$ cat config.mk
export PLATFORM = sky130hd
export DESIGN_NAME = mult_unit_flat
export DESIGN_NICKNAME = d
export VERILOG_FILES = /design/src/rtl/mult_unit_if.sv /design/src/rtl/mult_unit.sv /design/src/flat_wrapper.sv
export SDC_FILE = /design/constraint.sdc
export NUM_CORES = 1
export LEC_CHECK = 0
export CAP_MARGIN = 20
export CORE_UTILIZATION = 56
export CTS_CLUSTER_SIZE = 20
export DETAILED_ROUTE_END_ITERATION = 6
export PLACE_DENSITY = 0.89
export SLEW_MARGIN = 10
export SYNTH_ARGS = -nofsm -noshare
export SYNTH_HDL_FRONTEND = slang
export SYNTH_SLANG_ARGS = --single-unit
$ cat constraint.sdc
create_clock -name clk -period 5.1 [get_ports clk]
set_input_delay 1.02 -clock clk [delete_from_list [all_inputs] [get_ports clk]]
set_output_delay 1.02 -clock clk [all_outputs]
set_load 0.01 [all_outputs]
$ cat src/rtl/mult_unit_if.sv
// mult_unit_if: operand/result bundle between the control path and mult_unit.
//   start  : issue MULTU with operands a, b (taken only while busy=0)
//   a, b   : multiplicand (rs) and multiplier (rt)
//   rdsel  : 0 selects LO, 1 selects HI onto rddata (MFLO / MFHI)
//   busy   : multiply in progress; the issuer stalls MULTU/MFHI/MFLO
//   done   : one-cycle pulse, HI/LO were written at the preceding edge
//   hi, lo : architectural HI/LO registers
//   rddata : combinational HI/LO read mux for write-back
// master = control path / issuer, slave = multiplier.
interface mult_unit_if #(
  parameter int WIDTH = 32
);
  logic             start;
  logic [WIDTH-1:0] a;
  logic [WIDTH-1:0] b;
  logic             rdsel;
  logic             busy;
  logic             done;
  logic [WIDTH-1:0] hi;
  logic [WIDTH-1:0] lo;
  logic [WIDTH-1:0] rddata;

  modport master (
    output start, a, b, rdsel,
    input  busy, done, hi, lo, rddata
  );

  modport slave (
    input  start, a, b, rdsel,
    output busy, done, hi, lo, rddata
  );
endinterface

$ cat src/rtl/mult_unit.sv
// mult_unit: iterative unsigned multiplier with architectural HI/LO registers.
// One shift-add step per clock; a WIDTH x WIDTH product takes WIDTH RUN cycles
// after the accept edge. busy stays high from the accept edge until the edge
// that commits {hi,lo}; done pulses for the single cycle after that commit.
// Ports:
//   clk   : clock, all state updates on the rising edge
//   reset : synchronous, active-high; clears all state including HI/LO
//   bus   : mult_unit_if slave (start, a, b, rdsel in; busy, done, hi, lo,
//           rddata out)
module mult_unit #(
  parameter int WIDTH = 32
) (
  input  logic        clk,
  input  logic        reset,
  mult_unit_if.slave  bus
);

  localparam int CW = (WIDTH > 1) ? $clog2(WIDTH) : 1;

  localparam logic [0:0] IDLE = 1'b0;
  localparam logic [0:0] RUN  = 1'b1;

  logic [0:0]         state;
  logic [CW-1:0]      counter;
  logic [WIDTH-1:0]   mcand;
  logic [2*WIDTH-1:0] prod;
  logic [2*WIDTH-1:0] prod_next;
  logic               busy_reg;
  logic               done_reg;
  logic [WIDTH-1:0]   hi_reg;
  logic [WIDTH-1:0]   lo_reg;
  logic               last_step;

  // One shift-add step. The upper half plus the conditional multiplicand is
  // formed WIDTH+1 bits wide so the carry survives the right shift; dropping
  // it would corrupt products whose running upper half overflows.
  function automatic logic [2*WIDTH-1:0] shift_add_step(
    input logic [2*WIDTH-1:0] p,
    input logic [WIDTH-1:0]   m
  );
    logic [WIDTH:0] sum;
    sum = {1'b0, p[2*WIDTH-1:WIDTH]} + (p[0] ? {1'b0, m} : {(WIDTH+1){1'b0}});
    return {sum, p[WIDTH-1:1]};
  endfunction

  always_comb begin
    prod_next = shift_add_step(prod, mcand);
    last_step = (counter == CW'(WIDTH - 1));
  end

  always_ff @(posedge clk) begin
    if (reset) begin
      state    <= IDLE;
      counter  <= '0;
      mcand    <= '0;
      prod     <= '0;
      busy_reg <= 1'b0;
      done_reg <= 1'b0;
      hi_reg   <= '0;
      lo_reg   <= '0;
    end else begin
      case (state)
        IDLE: begin
          done_reg <= 1'b0;
          // Accept in the done cycle too, so back-to-back multiplies have no gap.
          if (bus.start) begin
            mcand    <= bus.a;
            prod     <= {{WIDTH{1'b0}}, bus.b};
            counter  <= '0;
            busy_reg <= 1'b1;
            state    <= RUN;
          end
        end
        default: begin
          // start is deliberately ignored here; operands are already latched.
          done_reg <= 1'b0;
          prod     <= prod_next;
          counter  <= counter + CW'(1);
          if (last_step) begin
            hi_reg   <= prod_next[2*WIDTH-1:WIDTH];
            lo_reg   <= prod_next[WIDTH-1:0];
            busy_reg <= 1'b0;
            done_reg <= 1'b1;
            state    <= IDLE;
          end
        end
      endcase
    end
  end

  assign bus.busy   = busy_reg;
  assign bus.done   = done_reg;
  assign bus.hi     = hi_reg;
  assign bus.lo     = lo_reg;
  // HI/LO keep their old values during RUN; the consumer must stall on busy.
  assign bus.rddata = bus.rdsel ? hi_reg : lo_reg;

endmodule

$ cat src/flat_wrapper.sv
// flat-port wrapper written by rule: the top's interface ports become plain ports
module mult_unit_flat 
#(
  parameter int WIDTH = 32
)
  (clk, reset, bus_start, bus_a, bus_b, bus_rdsel, bus_busy, bus_done, bus_hi, bus_lo, bus_rddata);
  mult_unit_if #(.WIDTH(WIDTH)) bus_i ();
  input  logic clk;
  input  logic reset;
  input wire logic [$bits(bus_i.start)-1:0] bus_start;
  input wire logic [$bits(bus_i.a)-1:0] bus_a;
  input wire logic [$bits(bus_i.b)-1:0] bus_b;
  input wire logic [$bits(bus_i.rdsel)-1:0] bus_rdsel;
  output wire logic [$bits(bus_i.busy)-1:0] bus_busy;
  output wire logic [$bits(bus_i.done)-1:0] bus_done;
  output wire logic [$bits(bus_i.hi)-1:0] bus_hi;
  output wire logic [$bits(bus_i.lo)-1:0] bus_lo;
  output wire logic [$bits(bus_i.rddata)-1:0] bus_rddata;
  assign bus_i.start = bus_start;
  assign bus_i.a = bus_a;
  assign bus_i.b = bus_b;
  assign bus_i.rdsel = bus_rdsel;
  assign bus_busy = bus_i.busy;
  assign bus_done = bus_i.done;
  assign bus_hi = bus_i.hi;
  assign bus_lo = bus_i.lo;
  assign bus_rddata = bus_i.rddata;
  mult_unit #(.WIDTH(WIDTH)) u_core (.clk(clk), .reset(reset), .bus(bus_i));
endmodule
==> results of run 1 <==
layout make-up:
type	instances	share of cell area
Sequential cell	168	0.320
Clock buffer	23	0.0444
Timing Repair Buffer	175	0.167
Clock inverter	9	0.00855
Inverter	10	0.00356
Tap cell	180	0.0214
Multi-Input combinational cell	704	0.436
through the flow:
step / cell area, um^2 / cells / power (mW)
2_1_floorplan: 8240 / 952 / 1.53
3_3_place_gp: 9920 / 1235 / 1.61
3_5_place_dp: 9950 / 1236 / 1.62
4_1_cts: 10500 / 1268 / 2.83
5_1_grt: 10500 / 1269 / 2.92
6_report: 10500 / 1269 / 2.82
critical path, stage by stage, from the launching register on:
cell	delay (ns)
dfxtp_1	0.88
and2_1	0.27
ha_1	0.23
inv_1	0.08
fa_1	0.40
nor2b_1	0.20
o31ai_2	0.10
a211oi_2	0.29
nor3_1	0.16
o41ai_2	0.54
o311ai_1	0.25
nand4b_1	0.16
o311ai_1	0.10
layer usage:
metal / vias to the layer above / global-route usage / routed length (um)
met4: 0 / 0.154 / 797
li1: 3621 / - / -
met5: - / 0 / 0
met3: 60 / 0.0637 / 1160
met2: 222 / 0.533 / 11100
met1: 3477 / 0.335 / 9110
cells in the mapped netlist (all sizes together) (14+ instances only):
cell / instances
clkbuf: 55
buf: 15
mux2i: 36
xnor2: 14
ha: 34
nand2: 101
and2: 31
nand3: 14
nor2: 106
a21o: 19
nor3b: 17
o21ai: 24
mux2: 32
a21oi: 120
dfxtp: 168
a22o: 64
path summary, 6_finish.rpt:
kind,startpoint,to,slack [ns],cells past startpoint
worst min register to register,u_core.mcand[11],u_core.mcand[11],0.45,2
worst min-delay path,u_core.mcand[11],u_core.mcand[11],0.45,2
worst max register to register,u_core.prod[0],u_core.bus.hi[25],1.29,12
worst max-delay path,u_core.prod[0],u_core.bus.hi[25],1.29,12
logic make-up after synthesis:
group,Yosys count,synth area share
compound gates,268,0.216
xor+xnor,25,0.0266
fa+ha+maj,35,0.0541
flops,168,0.408
mux,68,0.0875
simple gates,308,0.171
buf+inv,80,0.0365
report_power, final:
group / leakage (nW) / total [mW] / switching [mW] / internal (mW)
Clock: 0.268 / 1.23 / 0.525 / 0.700
Combinational: 2.83 / 0.221 / 0.117 / 0.104
Sequential: 1.36 / 1.38 / 0.0312 / 1.35
Total: 4.46 / 2.82 / 0.673 / 2.15
==> run summary, run 1 <==
synth unique cells: 49
RSZ-0062 raised after global routing: false
max reg flops: 64
critical setup path kind: reg -> reg
Synth area leader: dfxtp_1
vias per cell: 5.82
Antenna Nets Post-Route: 0
Peak supply drop: 0.252 mV
Residual DRC: 0
largest reg by FF count: u_core.prod
Resized Gates After CTS: 0
Core Region: 14100 um^2
Die H: 123 um
most common cell after layout, fill and taps aside: dfxtp_1
Nets: 1179
number of port buffers: 165
Hold WS: 0.449 ns
pre-CTS setup slack: 1.29 ns
clk slew on worst S/H paths: 0.06 ns
dominant cells by area after synthesis: dfxtp_1 (41%), a21oi_1 (7.3%), a22o_1 (6.8%), ha_1 (5.2%), nor2_1 (4.8%)
global-route wire length before repair: 35.2 mm
CTS tree: built
Post-synth EDFFs: 0
clk_lat worst skew: 0.43 ns
post-synth top area share: 0.408
CTS Buf Count: 17
fraction of layout cells with a size suffix above 1: 0.0762
CTS sink cnt: 168
CTS root buffer: clkbuf_16
drt wl/cell: 17.4 um
Mapped Area: 8240 um^2
Initial Util: 0.584
Slew Viols, Final: 0
Least-Margin Pin Slew: 1.06 ns
area delta synth->final: 27.9%
DR vias: 7380
vias in the first global route: 7298
Hold Buf Count CTS: 0
crit start category: flop
DRT Pass-1 Iters: 5
Max FO, Critical Path: 33
Routed WL: 22.1 mm
largest net degree at the start of global routing: 75
All-Layer GR Usage: 0.299
fin crit period: 3.81 ns
syn nets: 1055
Max Fclk: 263 MHz
CP Capture Type: flop
GPL Wtd Cong: 0.930
ys async rst share: 0
H-tree depth: 4
DR iter-0 viols: 515
Yosys warnings: 0
Setup-failing EPs final: 0
max_cap viols: 0
Post-CTS Setup Repair Bufs: 0
Longest Clk Path Bufs: 2
ant diodes: 0
min-delay worst type: reg -> reg
post-route setup slack: 1.29 ns
Final Core Density: 0.747
final hold vios: 0
most frequent cells in the layout: dfxtp_1 (167), clkdlybuf4s50_1 (163), a21oi_1 (119)
power density over the cells: 268 nW/um^2
Seq/Total Area, Yosys: 0.408
P_leak: 4.46 nW
syn avg cell area: 8.65 um^2
top_reg_cell synth: dfxtp_1
global route overflow: 0
Syn Inst Count: 952
final period utilization: 0.747
die area: 15200 um^2
worst clock skew: 0.00853 ns
CP Data Arrival Time: 4.10 ns
Die Wd: 123 um
Multi-input gate area: 4590 um^2
io pins: 166
fillers: 1062
initial antenna violation count: 0
row cnt: 43
synthesized flop and latch total: 168
total negative slack: 0 ns
Sequential Area: 3370 um^2
status: completed
Crit path required time: 5.39 ns
headroom to the max-slew limit: 0.294
detailed placement HPWL: 15.2 mm
Note: power is estimated with default switching activity, not from simulation.
==> inputs of run 2 (changes only) <==
--- a/config.mk
+++ b/config.mk
@@ -6,10 +6,10 @@
 export NUM_CORES = 1
 export LEC_CHECK = 0
 export CAP_MARGIN = 20
-export CORE_UTILIZATION = 56
+export CORE_UTILIZATION = 47
 export CTS_CLUSTER_SIZE = 20
 export DETAILED_ROUTE_END_ITERATION = 6
-export PLACE_DENSITY = 0.89
+export PLACE_DENSITY = 0.8
 export SLEW_MARGIN = 10
 export SYNTH_ARGS = -nofsm -noshare
 export SYNTH_HDL_FRONTEND = slang
==> constraint.sdc (replaced) <==
create_clock -name clk -period 3.1 [get_ports clk]
set_input_delay 0.62 -clock clk [delete_from_list [all_inputs] [get_ports clk]]
set_output_delay 0.62 -clock clk [all_outputs]
set_load 0.01 [all_outputs]
==> run 2 against run 1 <==
Compared with the run above: worst hold slack better by 0.0016 ns; sequential cell count unchanged; clock power up 81%; final cell count rose by 5.2%; maximum frequency increased by 29%; critical endpoint is now u_core.prod[59]; largest cell class unchanged; highest routed layer unchanged.
==> run summary, run 2 (synthesis gave the netlist of run 1 again) <==
DR iter-0 viols: 520 (+0.97%)
CP Buf/Inv Count: 2 (+1)
crit-path max cell delay: 0.33 ns (-0.55 ns)
Longest Clk Path Bufs: 2 (unchanged)
Psw: 1.18 mW (+76%)
largest reg by FF count: u_core.prod
most common cell after layout, fill and taps aside: dfxtp_1
M2 GR Usage: 0.446 (-0.0869)
Die H: 134 um (+9.0%)
CP Capture Type: flop
max reg flops: 64 (unchanged)
worst clock skew: 0.00903 ns (+0.000504 ns)
crit start category: flop
Max Fclk: 340 MHz (+29%)
row cnt: 48 (+12%)
DRT Pass-1 Iters: 5 (unchanged)
Comb pwr share: 0.076 (-0.002)
Internal Power: 3.68 mW (+71%)
Hold WS: 0.451 ns (+0.00157 ns)
sequential share of power: 0.466 (-0.022)
Residual DRC: 0 (unchanged)
min-delay worst type: reg -> reg
Least-Margin Pin Slew: 0.706 ns (-0.350 ns)
Max FO, Critical Path: 10 (-70%)
initial antenna violation count: 0 (unchanged)
Setup-failing EPs final: 0 (unchanged)
critical-path cell list: buf_4, and2_1, ha_1, a21o_1, a211oi_2, a211oi_2, buf_4, o311ai_2, a31oi_2, a211oi_2, xnor2_1, a22o_1
detailed placement HPWL: 16.5 mm (+8.9%)
fin crit period: 2.95 ns (-0.864 ns)
Clk pwr share: 0.458 (+0.024)
critical setup path kind: reg -> reg
switch share: 0.243 (+0.00484)
clk slew on worst S/H paths: 0.07 ns (about the same)
headroom to the max-slew limit: 0.529 (+0.235)
clk_lat worst skew: 0.43 ns (about the same)
vias per cell: 5.66 (-2.7%)
met3 GRT Util: 0.0567 (-0.00696)
P_leak: 4.62 nW (+3.6%)
Antenna Nets Post-Route: 0 (unchanged)
fraction of layout cells with a size suffix above 1: 0.110 (+0.0337)
power density over the cells: 447 nW/um^2 (+67%)
global-route wire length before repair: 36.7 mm (+4.4%)
pre-CTS setup slack: 0.0489 ns (-1.24 ns)
Post-Layout Inst Area: 10900 um^2 (+3.3%)
grt met1 use: 0.310 (-0.0247)
Die Wd: 134 um (+9.0%)
Initial Util: 0.480 (-0.105)
post-route setup slack: 0.155 ns (-1.14 ns)
status: completed
area delta synth->final: 32.1%
Nets: 1200 (+1.8%)
Core Region: 17200 um^2 (+22%)
drt wl/cell: 17.3 um (-0.80%)
die area: 18100 um^2 (+19%)
final hold vios: 0 (unchanged)
Crit path required time: 3.43 ns (-1.96 ns)
CTS sink cnt: 168 (unchanged)
CP most frequent cell: a211oi_2
largest net degree at the start of global routing: 61 (-19%)
CTS root buffer: clkbuf_16
GR peak layer: met2
io pins: 166 (unchanged)
total power: 4.86 mW (+72%)
ant diodes: 0 (unchanged)
DR vias: 7556 (+2.4%)
max_cap viols: 0 (unchanged)
CP Data Arrival Time: 3.27 ns (-0.83 ns)
All-Layer GR Usage: 0.258 (-0.0411)
most frequent cells in the layout: dfxtp_1 (167), clkdlybuf4s50_1 (163), a21oi_1 (117)
CP max-delay cell: dfxtp_1
final period utilization: 0.950 (+0.203)
H-tree depth: 4 (unchanged)
number of port buffers: 165 (unchanged)
global route overflow: 0 (unchanged)
vias in the first global route: 7337 (+0.53%)
placed cell areas: 10200 um^2 (+2.2%)
CTS tree: built
CTS Buf Count: 17 (unchanged)
GPL Wtd Cong: 0.923 (-0.66%)
Routed WL: 23.1 mm (+4.4%)
Peak supply drop: 0.409 mV (+62%)
delay-heaviest family, CP: compound AO/OA/AOI/OAI gates
Slew Viols, Final: 0 (unchanged)
==> run 2: cell count changes in the layout (fill, tap and decap cells not counted), moves of 3 or more <==
cell      change
buf_4        +20
a211oi_2      +3
a211oi_1      -3
clkbuf_1      -3
==> run 2: path summary, 6_finish.rpt <==
path	start	end	slack, ns	cells past startpoint
max	u_core.prod[0]	u_core.prod[59]	0.15	12
min	u_core.mcand[25]	u_core.mcand[25]	0.45	2
max reg2reg	u_core.prod[0]	u_core.prod[59]	0.15	12
min reg2reg	u_core.mcand[25]	u_core.mcand[25]	0.45	2
==> run 2: power groups by stage <==
stage	clock, mW	sequential (mW)	combinational (mW)
after floorplan	0	2.29	0.227
after global placement	0	2.31	0.361
after detailed placement	0	2.31	0.367
after CTS	2.25	2.26	0.372
after global routing	2.35	2.27	0.409
final	2.23	2.26	0.371
==> run 2: worst min-delay path, delay by kind of cell (launching register included) <==
kind | cells | cell delay [ns]
AND/OR/NAND/NOR | 1 | 0.05
AO/OA/AOI/OAI | 1 | 0.05
flip-flops | 1 | 0.31
==> run 2: per-stage QoR <==
step	instances	utilization	setup TNS [ns]
6_report	1335	0.633	0
4_1_cts	1334	0.628	0
3_5_place_dp	1302	0.592	0
3_3_place_gp	1302	0.592	0
5_1_grt	1335	0.633	-0.00730
2_1_floorplan	952	-	0
==> run 2: timing repair <==
item                       4_1_cts  5_1_grt
resized for setup                0       17
hold endpoints to repair         0        0
setup buffers                    0        1
hold buffers                     0        0
setup endpoints to repair        0       23
==> run 2: area by class of cell <==
| type | instances | area, um^2 |
|---|---|---|
| tap | 225 | 282 |
| timing repair buffer | 196 | 1900 |
| multi-input combinational | 704 | 4670 |
| inverter | 10 | 37.5 |
| clock inverter | 14 | 190 |
| clock buffer | 18 | 429 |
| fill | 1475 | 6300 |
| sequential | 168 | 3370 |
==> run 2: routing by layer <==
metal,part of all wire,vias to the layer above
met5,0,-
met4,0.030,0
met3,0.049,49
met2,0.50,221
met1,0.43,3622
li1,-,3664
==> inputs of run 3 (changes only) <==
--- a/config.mk
+++ b/config.mk
@@ -14,3 +14,4 @@
 export SYNTH_ARGS = -nofsm -noshare
 export SYNTH_HDL_FRONTEND = slang
 export SYNTH_SLANG_ARGS = --single-unit
+export TNS_END_PERCENT = 1
==> run 3 against run 2 <==
Compared with the run above: global-route usage stayed put; setup slack worse by 0.016 ns; wire length is 0.15% lower; design area is 0.26% lower; final cell count hardly changed; clock skew hardly changed; core utilization is 0.17 points lower; critical endpoint is now u_core.prod[62].
==> run summary, run 3 (synthesis gave the netlist of run 1 again) <==
status: completed
area delta synth->final: 31.7%
vias in the first global route: 7337 (unchanged)
total power: 4.86 mW (about the same)
Crit path required time: 3.40 ns (-0.03 ns)
initial antenna violation count: 0 (unchanged)
most common cell after layout, fill and taps aside: dfxtp_1
io pins: 166 (unchanged)
detailed placement HPWL: 16.5 mm (unchanged)
Longest Clk Path Bufs: 2 (unchanged)
fin crit period: 2.96 ns (+0.0160 ns)
power density over the cells: 448 nW/um^2 (+0.26%)
DR vias: 7553 (-0.040%)
DRT Pass-1 Iters: 7 (+2)
number of port buffers: 165 (unchanged)
row cnt: 48 (unchanged)
fraction of layout cells with a size suffix above 1: 0.106 (-0.00441)
Multi-input gate area: 4650 um^2 (-0.38%)
pre-CTS setup slack: 0.0489 ns (unchanged)
Nets: 1199 (-0.083%)
Antenna Nets Post-Route: 0 (unchanged)
Residual DRC: 0 (unchanged)
Die Wd: 134 um (unchanged)
Routed WL: 23.1 mm (-0.15%)
RSZ-0062 raised after global routing: true
crit start category: flop
headroom to the max-slew limit: 0.527 (-0.00218)
ant diodes: 0 (unchanged)
Core Region: 17200 um^2 (unchanged)
final period utilization: 0.955 (+0.00516)
max reg flops: 64 (unchanged)
worst clock skew: 0.00917 ns (+0.000142 ns)
H-tree depth: 4 (unchanged)
fillers: 1484 (+0.61%)
CP Data Arrival Time: 3.26 ns (about the same)
vias per cell: 5.66 (about the same)
Peak supply drop: 0.407 mV (-0.44%)
Max FO, Critical Path: 21 (+11)
Initial Util: 0.480 (unchanged)
Post-CTS Setup Repair Bufs: 0 (unchanged)
drt wl/cell: 17.3 um (about the same)
CTS sink cnt: 168 (unchanged)
global-route wire length before repair: 36.7 mm (unchanged)
Least-Margin Pin Slew: 0.710 ns (+0.00327 ns)
DR iter-0 viols: 507 (-2.5%)
most frequent cells in the layout: dfxtp_1 (167), clkdlybuf4s50_1 (163), a21oi_1 (119)
CTS root buffer: clkbuf_16
largest reg by FF count: u_core.prod
largest net degree at the start of global routing: 61 (unchanged)
critical setup path kind: reg -> reg
P_leak: 4.61 nW (-0.18%)
Slew Viols, Final: 0 (unchanged)
non-filler instance count after layout: 1334 (-0.075%)
CTS Buf Count: 17 (unchanged)
Max Fclk: 338 MHz (-0.54%)
Resized Gates After CTS: 0 (unchanged)
final hold vios: 0 (unchanged)
min-delay worst type: reg -> reg
GPL Wtd Cong: 0.923 (unchanged)
post-route setup slack: 0.139 ns (-0.0160 ns)
Setup-failing EPs final: 0 (unchanged)
CP Capture Type: flop
max_cap viols: 0 (unchanged)
global route overflow: 0 (unchanged)
Die H: 134 um (unchanged)
CTS tree: built
placed cell count: 1302 (unchanged)
Hold Buf Count CTS: 0 (unchanged)
clk slew on worst S/H paths: 0.07 ns (about the same)
All-Layer GR Usage: 0.258 (unchanged)
Sequential Area: 3370 um^2 (unchanged)
die area: 18100 um^2 (unchanged)
clk_lat worst skew: 0.43 ns (about the same)
==> run 3: cell count changes in the layout (fill, tap and decap cells not counted) <==
| cell | delta |
|---|---|
| nor3_1 | +1 |
| buf_6 | -1 |
| nor3_2 | -1 |
| a21oi_2 | -2 |
| a21oi_1 | +2 |
| a22oi_1 | +1 |
| a22oi_2 | -1 |
| o311ai_0 | +1 |
| o311ai_1 | -1 |
==> run 3: area by class of cell <==
type	instances	area share
clock buffers	18	0.0396
clock inverters	14	0.0175
inverters	10	0.00346
multi-input cells	704	0.429
flip-flops and latches	168	0.310
well taps	225	0.0260
repair buffers	195	0.174
==> run 3: worst max-delay path, cell delays in order (launching register included) <==
cell and delay (ns):
dfxtp_1 0.33, buf_4 0.17, buf_4 0.19, and2_1 0.17, ha_1 0.36, a21oi_1 0.23
a21oi_1 0.10, a211o_1 0.29, a22oi_1 0.29, nand3_1 0.11, a31oi_1 0.25, xor2_1 0.21
o21ai_0 0.12
==> run 3: worst paths after layout <==
kind	start	endpoint	slack, ns	cells past startpoint
setup / recovery	u_core.prod[0]	u_core.prod[62]	0.14	12
hold / removal	u_core.mcand[25]	u_core.mcand[25]	0.45	2
setup reg to reg	u_core.prod[0]	u_core.prod[62]	0.14	12
hold reg to reg	u_core.mcand[25]	u_core.mcand[25]	0.45	2
==> run 3: metrics by stage <==
stage / TNS (ns) / utilization / area (um^2) / hold WS, ns
6_report: 0 / 0.632 / 10800 / 0.451
4_1_cts: 0 / 0.628 / 10800 / 0.452
3_3_place_gp: 0 / 0.592 / 10200 / 0.440
5_1_grt: -0.315 / 0.632 / 10800 / 0.469
3_5_place_dp: 0 / 0.592 / 10200 / 0.443
2_1_floorplan: 0 / - / 8240 / 0.432
==> run 3: power by group <==
part | internal [mW] | switching, mW | leakage, nW | total (mW)
Sequential | 2.21 | 0.0504 | 1.36 | 2.26
Clock | 1.29 | 0.934 | 0.298 | 2.23
Combinational | 0.173 | 0.198 | 2.95 | 0.371
Total | 3.68 | 1.18 | 4.61 | 4.86
==> run 3: per-layer routing <==
metal | GRT usage | wire length (um) | up-vias
met5 | 0 | 0 | -
met4 | 0.105 | 676 | 0
met3 | 0.0567 | 1310 | 50
met2 | 0.446 | 11400 | 265
met1 | 0.310 | 9680 | 3578
li1 | - | - | 3660
